--- src/rtl/util_mw_clkchk.sv ---
// -----------------------------------------------------------------------------
// util_mw_clkchk
//
// Frequency checker for a clock living in another domain. The monitored domain
// flips tgl_in once per clock edge; this block synchronises that toggle into
// clk, counts its edges over a fixed window of GATE_CYCLES clk cycles and
// classifies the count against EXPECTED_COUNT +/- TOLERANCE (inclusive).
// While enable is high, windows run back-to-back with only the one-cycle EVAL
// state between them.
//
// Optional feature (macro UTIL_MW_CLKCHK_LOST_DETECT_EN): a watchdog that
// raises clk_lost after LOST_CYCLES edge-free clk cycles while enabled. With
// the macro undefined, clk_lost is tied low and no watchdog logic exists.
//
// Ports
//   clk          in   sole clock, rising edge
//   resetn       in   asynchronous active-low reset
//   enable       in   level; high runs measurement windows
//   tgl_in       in   asynchronous toggle from the monitored domain
//   meas_count   out  edge count of the last completed window
//   meas_valid   out  one-cycle pulse when the result outputs update
//   freq_ok      out  last window within tolerance
//   freq_err_lo  out  last window below EXPECTED_COUNT-TOLERANCE
//   freq_err_hi  out  last window above EXPECTED_COUNT+TOLERANCE
//   clk_lost     out  no tgl_in edge for LOST_CYCLES cycles
// -----------------------------------------------------------------------------
module util_mw_clkchk #(
  parameter int unsigned GATE_CYCLES    = 1000,
  parameter int unsigned EXPECTED_COUNT = 500,
  parameter int unsigned TOLERANCE      = 5,
  parameter int unsigned CNT_WIDTH      = 32,
  parameter int unsigned LOST_CYCLES    = 64
) (
  input  logic                 clk,
  input  logic                 resetn,
  input  logic                 enable,
  input  logic                 tgl_in,
  output logic [CNT_WIDTH-1:0] meas_count,
  output logic                 meas_valid,
  output logic                 freq_ok,
  output logic                 freq_err_lo,
  output logic                 freq_err_hi,
  output logic                 clk_lost
);

  typedef enum logic [1:0] {
    IDLE = 2'd0,
    GATE = 2'd1,
    EVAL = 2'd2
  } state_t;

  // Bounds are one bit wider than the counter so EXPECTED_COUNT+TOLERANCE
  // cannot wrap; a negative lower bound clamps to zero.
  localparam logic [CNT_WIDTH:0] LO_BOUND =
    (EXPECTED_COUNT > TOLERANCE) ? (CNT_WIDTH+1)'(EXPECTED_COUNT - TOLERANCE) : '0;
  localparam logic [CNT_WIDTH:0] HI_BOUND =
    (CNT_WIDTH+1)'(EXPECTED_COUNT) + (CNT_WIDTH+1)'(TOLERANCE);
  localparam logic [CNT_WIDTH-1:0] GATE_LAST = CNT_WIDTH'(GATE_CYCLES - 1);
  localparam logic [CNT_WIDTH-1:0] CNT_ONE   = CNT_WIDTH'(1);

  state_t               state_q;
  state_t               state_d;
  logic                 tgl_s1;
  logic                 tgl_s2;
  logic                 tgl_hist;
  logic                 tgl_edge;
  logic [CNT_WIDTH-1:0] gate_cnt;
  logic [CNT_WIDTH-1:0] edge_cnt;
  logic [CNT_WIDTH:0]   cnt_ext;
  logic                 gate_done;
  logic                 window_start;
  logic                 res_lo;
  logic                 res_hi;

  // Two-flop synchroniser plus a history flop; any change of the synchronised
  // level is one monitored-clock edge, regardless of polarity.
  // NOTE: state is updated with non-blocking assignments so every flop samples
  // the pre-edge value of its neighbours; blocking here would collapse the chain.
  always_ff @(posedge clk or negedge resetn) begin
    if (!resetn) begin
      tgl_s1   <= 1'b0;
      tgl_s2   <= 1'b0;
      tgl_hist <= 1'b0;
    end else begin
      tgl_s1   <= tgl_in;
      tgl_s2   <= tgl_s1;
      tgl_hist <= tgl_s2;
    end
  end

  assign tgl_edge = tgl_s2 ^ tgl_hist;

  always_ff @(posedge clk or negedge resetn) begin
    if (!resetn) state_q <= IDLE;
    else         state_q <= state_d;
  end

  assign gate_done = (gate_cnt == GATE_LAST);

  // NOTE: next state takes a default before the case so no path leaves it
  // unassigned, which would otherwise infer a latch.
  always_comb begin
    state_d = state_q;
    case (state_q)
      IDLE:    if (enable) state_d = GATE;
      GATE: begin
        // Dropping enable abandons the window, even on its final cycle.
        if (!enable)        state_d = IDLE;
        else if (gate_done) state_d = EVAL;
      end
      EVAL:    state_d = enable ? GATE : IDLE;
      default: state_d = IDLE;
    endcase
  end

  // Counters clear on the cycle that enters GATE so each window starts fresh.
  assign window_start = (state_d == GATE) && (state_q != GATE);

  always_ff @(posedge clk or negedge resetn) begin
    if (!resetn) begin
      gate_cnt <= '0;
      edge_cnt <= '0;
    end else if (window_start) begin
      gate_cnt <= '0;
      edge_cnt <= '0;
    end else if (state_q == GATE) begin
      gate_cnt <= gate_cnt + CNT_ONE;
      // Saturate rather than wrap so a runaway input still reads as "high".
      if (tgl_edge && (edge_cnt != '1)) edge_cnt <= edge_cnt + CNT_ONE;
    end
  end

  assign cnt_ext = {1'b0, edge_cnt};
  assign res_lo  = (cnt_ext < LO_BOUND);
  assign res_hi  = (cnt_ext > HI_BOUND);

  // Results are registered in EVAL, so they appear one cycle later together
  // with meas_valid and then hold until the next completed window.
  always_ff @(posedge clk or negedge resetn) begin
    if (!resetn) begin
      meas_count  <= '0;
      meas_valid  <= 1'b0;
      freq_ok     <= 1'b0;
      freq_err_lo <= 1'b0;
      freq_err_hi <= 1'b0;
    end else begin
      meas_valid <= (state_q == EVAL);
      if (state_q == EVAL) begin
        meas_count  <= edge_cnt;
        freq_err_lo <= res_lo;
        freq_err_hi <= res_hi;
        freq_ok     <= !res_lo && !res_hi;
      end
    end
  end

`ifdef UTIL_MW_CLKCHK_LOST_DETECT_EN
  localparam logic [CNT_WIDTH-1:0] LOST_LIMIT = CNT_WIDTH'(LOST_CYCLES);

  logic [CNT_WIDTH-1:0] lost_cnt;

  // Counts edge-free cycles while enabled and parks at the limit, so clk_lost
  // stays up until the next synchronised edge.
  always_ff @(posedge clk or negedge resetn) begin
    if (!resetn) begin
      lost_cnt <= '0;
    end else if (!enable || tgl_edge) begin
      lost_cnt <= '0;
    end else if (lost_cnt != LOST_LIMIT) begin
      lost_cnt <= lost_cnt + CNT_ONE;
    end
  end

  assign clk_lost = (lost_cnt == LOST_LIMIT);
`else
  assign clk_lost = 1'b0;
`endif

endmodule

--- config.mk ---
export PLATFORM = sky130hd
export DESIGN_NAME = util_mw_clkchk
export DESIGN_NICKNAME = d
export VERILOG_FILES = /design/src/rtl/util_mw_clkchk.sv
export SDC_FILE = /design/constraint.sdc
export NUM_CORES = 1
export LEC_CHECK = 0
export BUFFER_PORTS_ARGS = -buffer_cell sky130_fd_sc_hd__buf_2
export CORE_UTILIZATION = 50
export CTS_CLUSTER_DIAMETER = 150
export CTS_CLUSTER_SIZE = 10
export DETAILED_ROUTE_END_ITERATION = 7
export PLACE_DENSITY = 0.68
export SLEW_MARGIN = 20
export SYNTH_ARGS = -nofsm -noshare
export SYNTH_HDL_FRONTEND = slang
export SYNTH_SLANG_ARGS = --single-unit
--- constraint.sdc ---
create_clock -name clk -period 4.3 [get_ports clk]
set_input_delay 0.86 -clock clk [delete_from_list [all_inputs] [get_ports clk]]
set_output_delay 0.86 -clock clk [all_outputs]
set_load 0.1 [all_outputs]
==> impl_metrics.ini <==
[timing]
final.min_clock_period_ns = 2.32
rsz_0062_raised_after_global_routing = no
whs_ns = 0.358
maxClockFrequency_mhz = 431
timing.setup.tns_ns = 0
worstMarginPinSlew_ns = 0.909
layout_worst_path_cycle_share = 0.540
max_slew_margin = 0.394
drv_slew = 0
hold_viol_final = 0
finClkSkew_ns = 0.00910
setup_violations = 0

[layout]
mostFrequentLayoutCell = sky130_fd_sc_hd__dfrtp_1
most-common-layout-cells = 105 x sky130_fd_sc_hd__dfrtp_1, 57 x sky130_fd_sc_hd__nand2_1, 38 x sky130_fd_sc_hd__buf_2, 34 x sky130_fd_sc_hd__nor2_1, 28 x sky130_fd_sc_hd__mux2_2
layout_cell_share_with_drive_strength_beyond_1 = 0.191
finish.net_count = 538
num_antenna_cells = 0
syn_to_final_growth_pct = 9.89
final_util = 0.571
num-fill-cells = 871
stdcell_count = 668

[power]
total_power_mw = 1.82
irDropWorstVdd_mv = 0.201
cellLeakagePower_nw = 2.74
power.density_nw_per_um2 = 323

[setup_path]
path_max_fanout = 17
worst-endpoint-arrival_ns = 2.59
crit_path_start_kind = register
critPathRequiredTime_ns = 4.57
setup.worst_path.class = reg2reg
worst_setup_path_end_kind = register

[drt]
post_drt_via_cell_ratio = 5.88
drt-total-wl_mm = 10.6
detail_route.iter0.violations = 147
remaining_drc_errors = 0
wl_per_cell_um = 15.9
drt_pre_antenna_iters = 4
ant_nets = 0
num_vias = 3930

[synth]
ys_seq_elements = 105
synth_cell_type_count = 49
synth_enable_flop_cells = 0
synthMuxAreaShare = 0.0967
post_synth_instance_area_um2 = 5120
syn_inst = 501
dominant_combinational_cell_family_by_area_after_synthesis = simple AND/OR/NAND/NOR gates
synth_xor_area_frac = 0.0222
synth_compound_gate_area_share = 0.102
synthDominantCellAreaShare = 0.513
seq_area_frac_synth = 0.513
postSynth.asyncResetShare = 1.00
cell_type_with_the_highest_aggregate_area_in_the_netlist = sky130_fd_sc_hd__dfrtp_1
synth_ff_type = sky130_fd_sc_hd__dfrtp_1
synthesis.area_per_instance_um2 = 10.2
synth_simple_gate_area_share = 0.228
post_synth_fa_ha_maj_area_fraction = 0.00977
ys_warn_count = 0
synth_top_cells_by_area = sky130_fd_sc_hd__dfrtp_1 51%, sky130_fd_sc_hd__mux2_2 6.2%, sky130_fd_sc_hd__nand2_1 4.2%
syn_nets = 509

[global_routing]
globalRoute.totalOverflow = 0
gr-usage-all-layers = 0.225
initial_antenna_violation_count = 0
maximum_number_of_pins_on_one_net_before_global_route_repair = 43
grt_first_pass_wirelength_mm = 18.2
grt_pass1_vias = 3831

[clock_network]
cts_tree = built
postCtsSetupRepairBufs = 0
cts_buffers = 9
clock-root-buffer = sky130_fd_sc_hd__clkbuf_8
cts_htree_levels = 3
clkSinkCount = 105
post_cts_hold_buffer_count = 0
cts.repair.resized = 0
clk_pin_slew_ns = 0.10
clkLatencyLatePin_ns = 0.38
clock_tree_buf_depth = 2

[placement]
port_buffers = 39
place.gp.congestion = 0.825
place.detailed.instances = 652
dpl.hpwl_mm = 7.57

[die]
pin_count = 41
dieArea_um2 = 10700
die-width_um = 103
row_count = 36
initial_utilization = 0.519
floorplan.die.height_um = 103
core-area_um2 = 9860

[outcome]
outcome = complete, no violations

[min_path]
worstHoldPathType = reg2reg

[flow_run]
max_cap_violations = 0
## power by group
part	internal [mW]	switching (mW)	leakage, nW	total (mW)
Clock	0.331	0.344	0.111	0.676
Combinational	0.0331	0.0713	1.17	0.104
Sequential	1.01	0.0283	1.45	1.04
## kinds of logic (layout without fill, tap and decap cells)
| kind of cell | count (synthesis) | count (layout) |
|---|---|---|
| AO/OA/AOI/OAI | 78 | 78 |
| flip-flops | 105 | 105 |
| buffers and inverters | 32 | 66 |
| adder cells (fa/ha/maj) | 4 | 4 |
| AND/OR/NAND/NOR | 222 | 222 |
| other | 1 | 1 |
| multiplexers | 46 | 46 |
| XOR/XNOR | 13 | 13 |
## layer usage
layer	wire, µm	GRT usage
met4	223	0.0899
met1	4750	0.287
met5	0	0
met2	5290	0.382
met3	373	0.0397
## stage by stage
step	setup WS (ns)	area, µm²
floorplan	2.33	5120
global placement	1.92	5410
detailed placement	1.89	5410
CTS	1.95	5630
global route	1.70	5630
finish	1.98	5630
## synth_stat cells, types with 2 or more instances
| master | count |
|---|---|
| sky130_fd_sc_hd__nor2b_1 | 2 |
| sky130_fd_sc_hd__xor2_1 | 8 |
| sky130_fd_sc_hd__dfrtp_1 | 105 |
| sky130_fd_sc_hd__o21ai_1 | 6 |
| sky130_fd_sc_hd__mux2i_1 | 18 |
| sky130_fd_sc_hd__a31o_2 | 4 |
| sky130_fd_sc_hd__buf_2 | 8 |
| sky130_fd_sc_hd__and3_1 | 19 |
| sky130_fd_sc_hd__o211ai_1 | 2 |
| sky130_fd_sc_hd__nor4_1 | 12 |
| sky130_fd_sc_hd__a31oi_2 | 2 |
| sky130_fd_sc_hd__clkbuf_1 | 16 |
| sky130_fd_sc_hd__inv_1 | 6 |
| sky130_fd_sc_hd__nand2b_1 | 5 |
| sky130_fd_sc_hd__ha_1 | 4 |
| sky130_fd_sc_hd__o41ai_1 | 2 |
| sky130_fd_sc_hd__a21oi_1 | 18 |
| sky130_fd_sc_hd__a41o_1 | 4 |
| sky130_fd_sc_hd__nand4_1 | 21 |
| sky130_fd_sc_hd__a31oi_1 | 6 |
| sky130_fd_sc_hd__or3_1 | 13 |
| sky130_fd_sc_hd__o31ai_1 | 3 |
| sky130_fd_sc_hd__nor3_1 | 7 |
| sky130_fd_sc_hd__o21ai_0 | 23 |
| sky130_fd_sc_hd__nand3_1 | 25 |
| sky130_fd_sc_hd__and2_1 | 8 |
| sky130_fd_sc_hd__and4_1 | 12 |
| sky130_fd_sc_hd__nand2_1 | 57 |
| sky130_fd_sc_hd__mux2_2 | 28 |
| sky130_fd_sc_hd__nor2_1 | 34 |
| sky130_fd_sc_hd__xnor2_1 | 5 |
## area by class of cell
class                   instances  area, µm²  area share
clock buffers                  10        128      0.0227
well taps                     133        166      0.0296
flip-flops and latches        105       2630       0.467
clock inverters                 6       91.3      0.0162
repair buffers                 44        235      0.0418
multi-input cells             364       2360       0.419
inverters                       6       22.5     0.00400
## worst max-delay path, stage by stage (launching register included)
cell	delay (ns)
sky130_fd_sc_hd__dfrtp_1	0.45
sky130_fd_sc_hd__ha_1	0.23
sky130_fd_sc_hd__nand3_2	0.16
sky130_fd_sc_hd__or3_4	0.46
sky130_fd_sc_hd__o31ai_4	0.56
sky130_fd_sc_hd__o311ai_0	0.24
sky130_fd_sc_hd__o41ai_1	0.10
## path summary, 6_finish.rpt
check                                 start       endpoint  slack [ns]  depth (start not counted)
worst max-delay path            edge_cnt[0]   edge_cnt[10]        1.98                          6
worst max register to register  edge_cnt[0]   edge_cnt[10]        1.98                          6
max in group asynchronous            resetn   edge_cnt[31]        2.98                          2
worst min-delay path                 tgl_s1         tgl_s2        0.36                          0
min in group asynchronous            resetn  meas_count[9]        0.45                          1
worst min register to register       tgl_s1         tgl_s2        0.36                          0
## state kept, by name, summed over array words and instances (netlist names)
register     cells
meas_count      32
edge_cnt        32
gate_cnt        32
tgl_hist         1
meas_valid       1
freq_err_hi      1
freq_err_lo      1
tgl_s1           1
tgl_s2           1
state_q          2
freq_ok          1
Power figures use the tool's default switching activity.
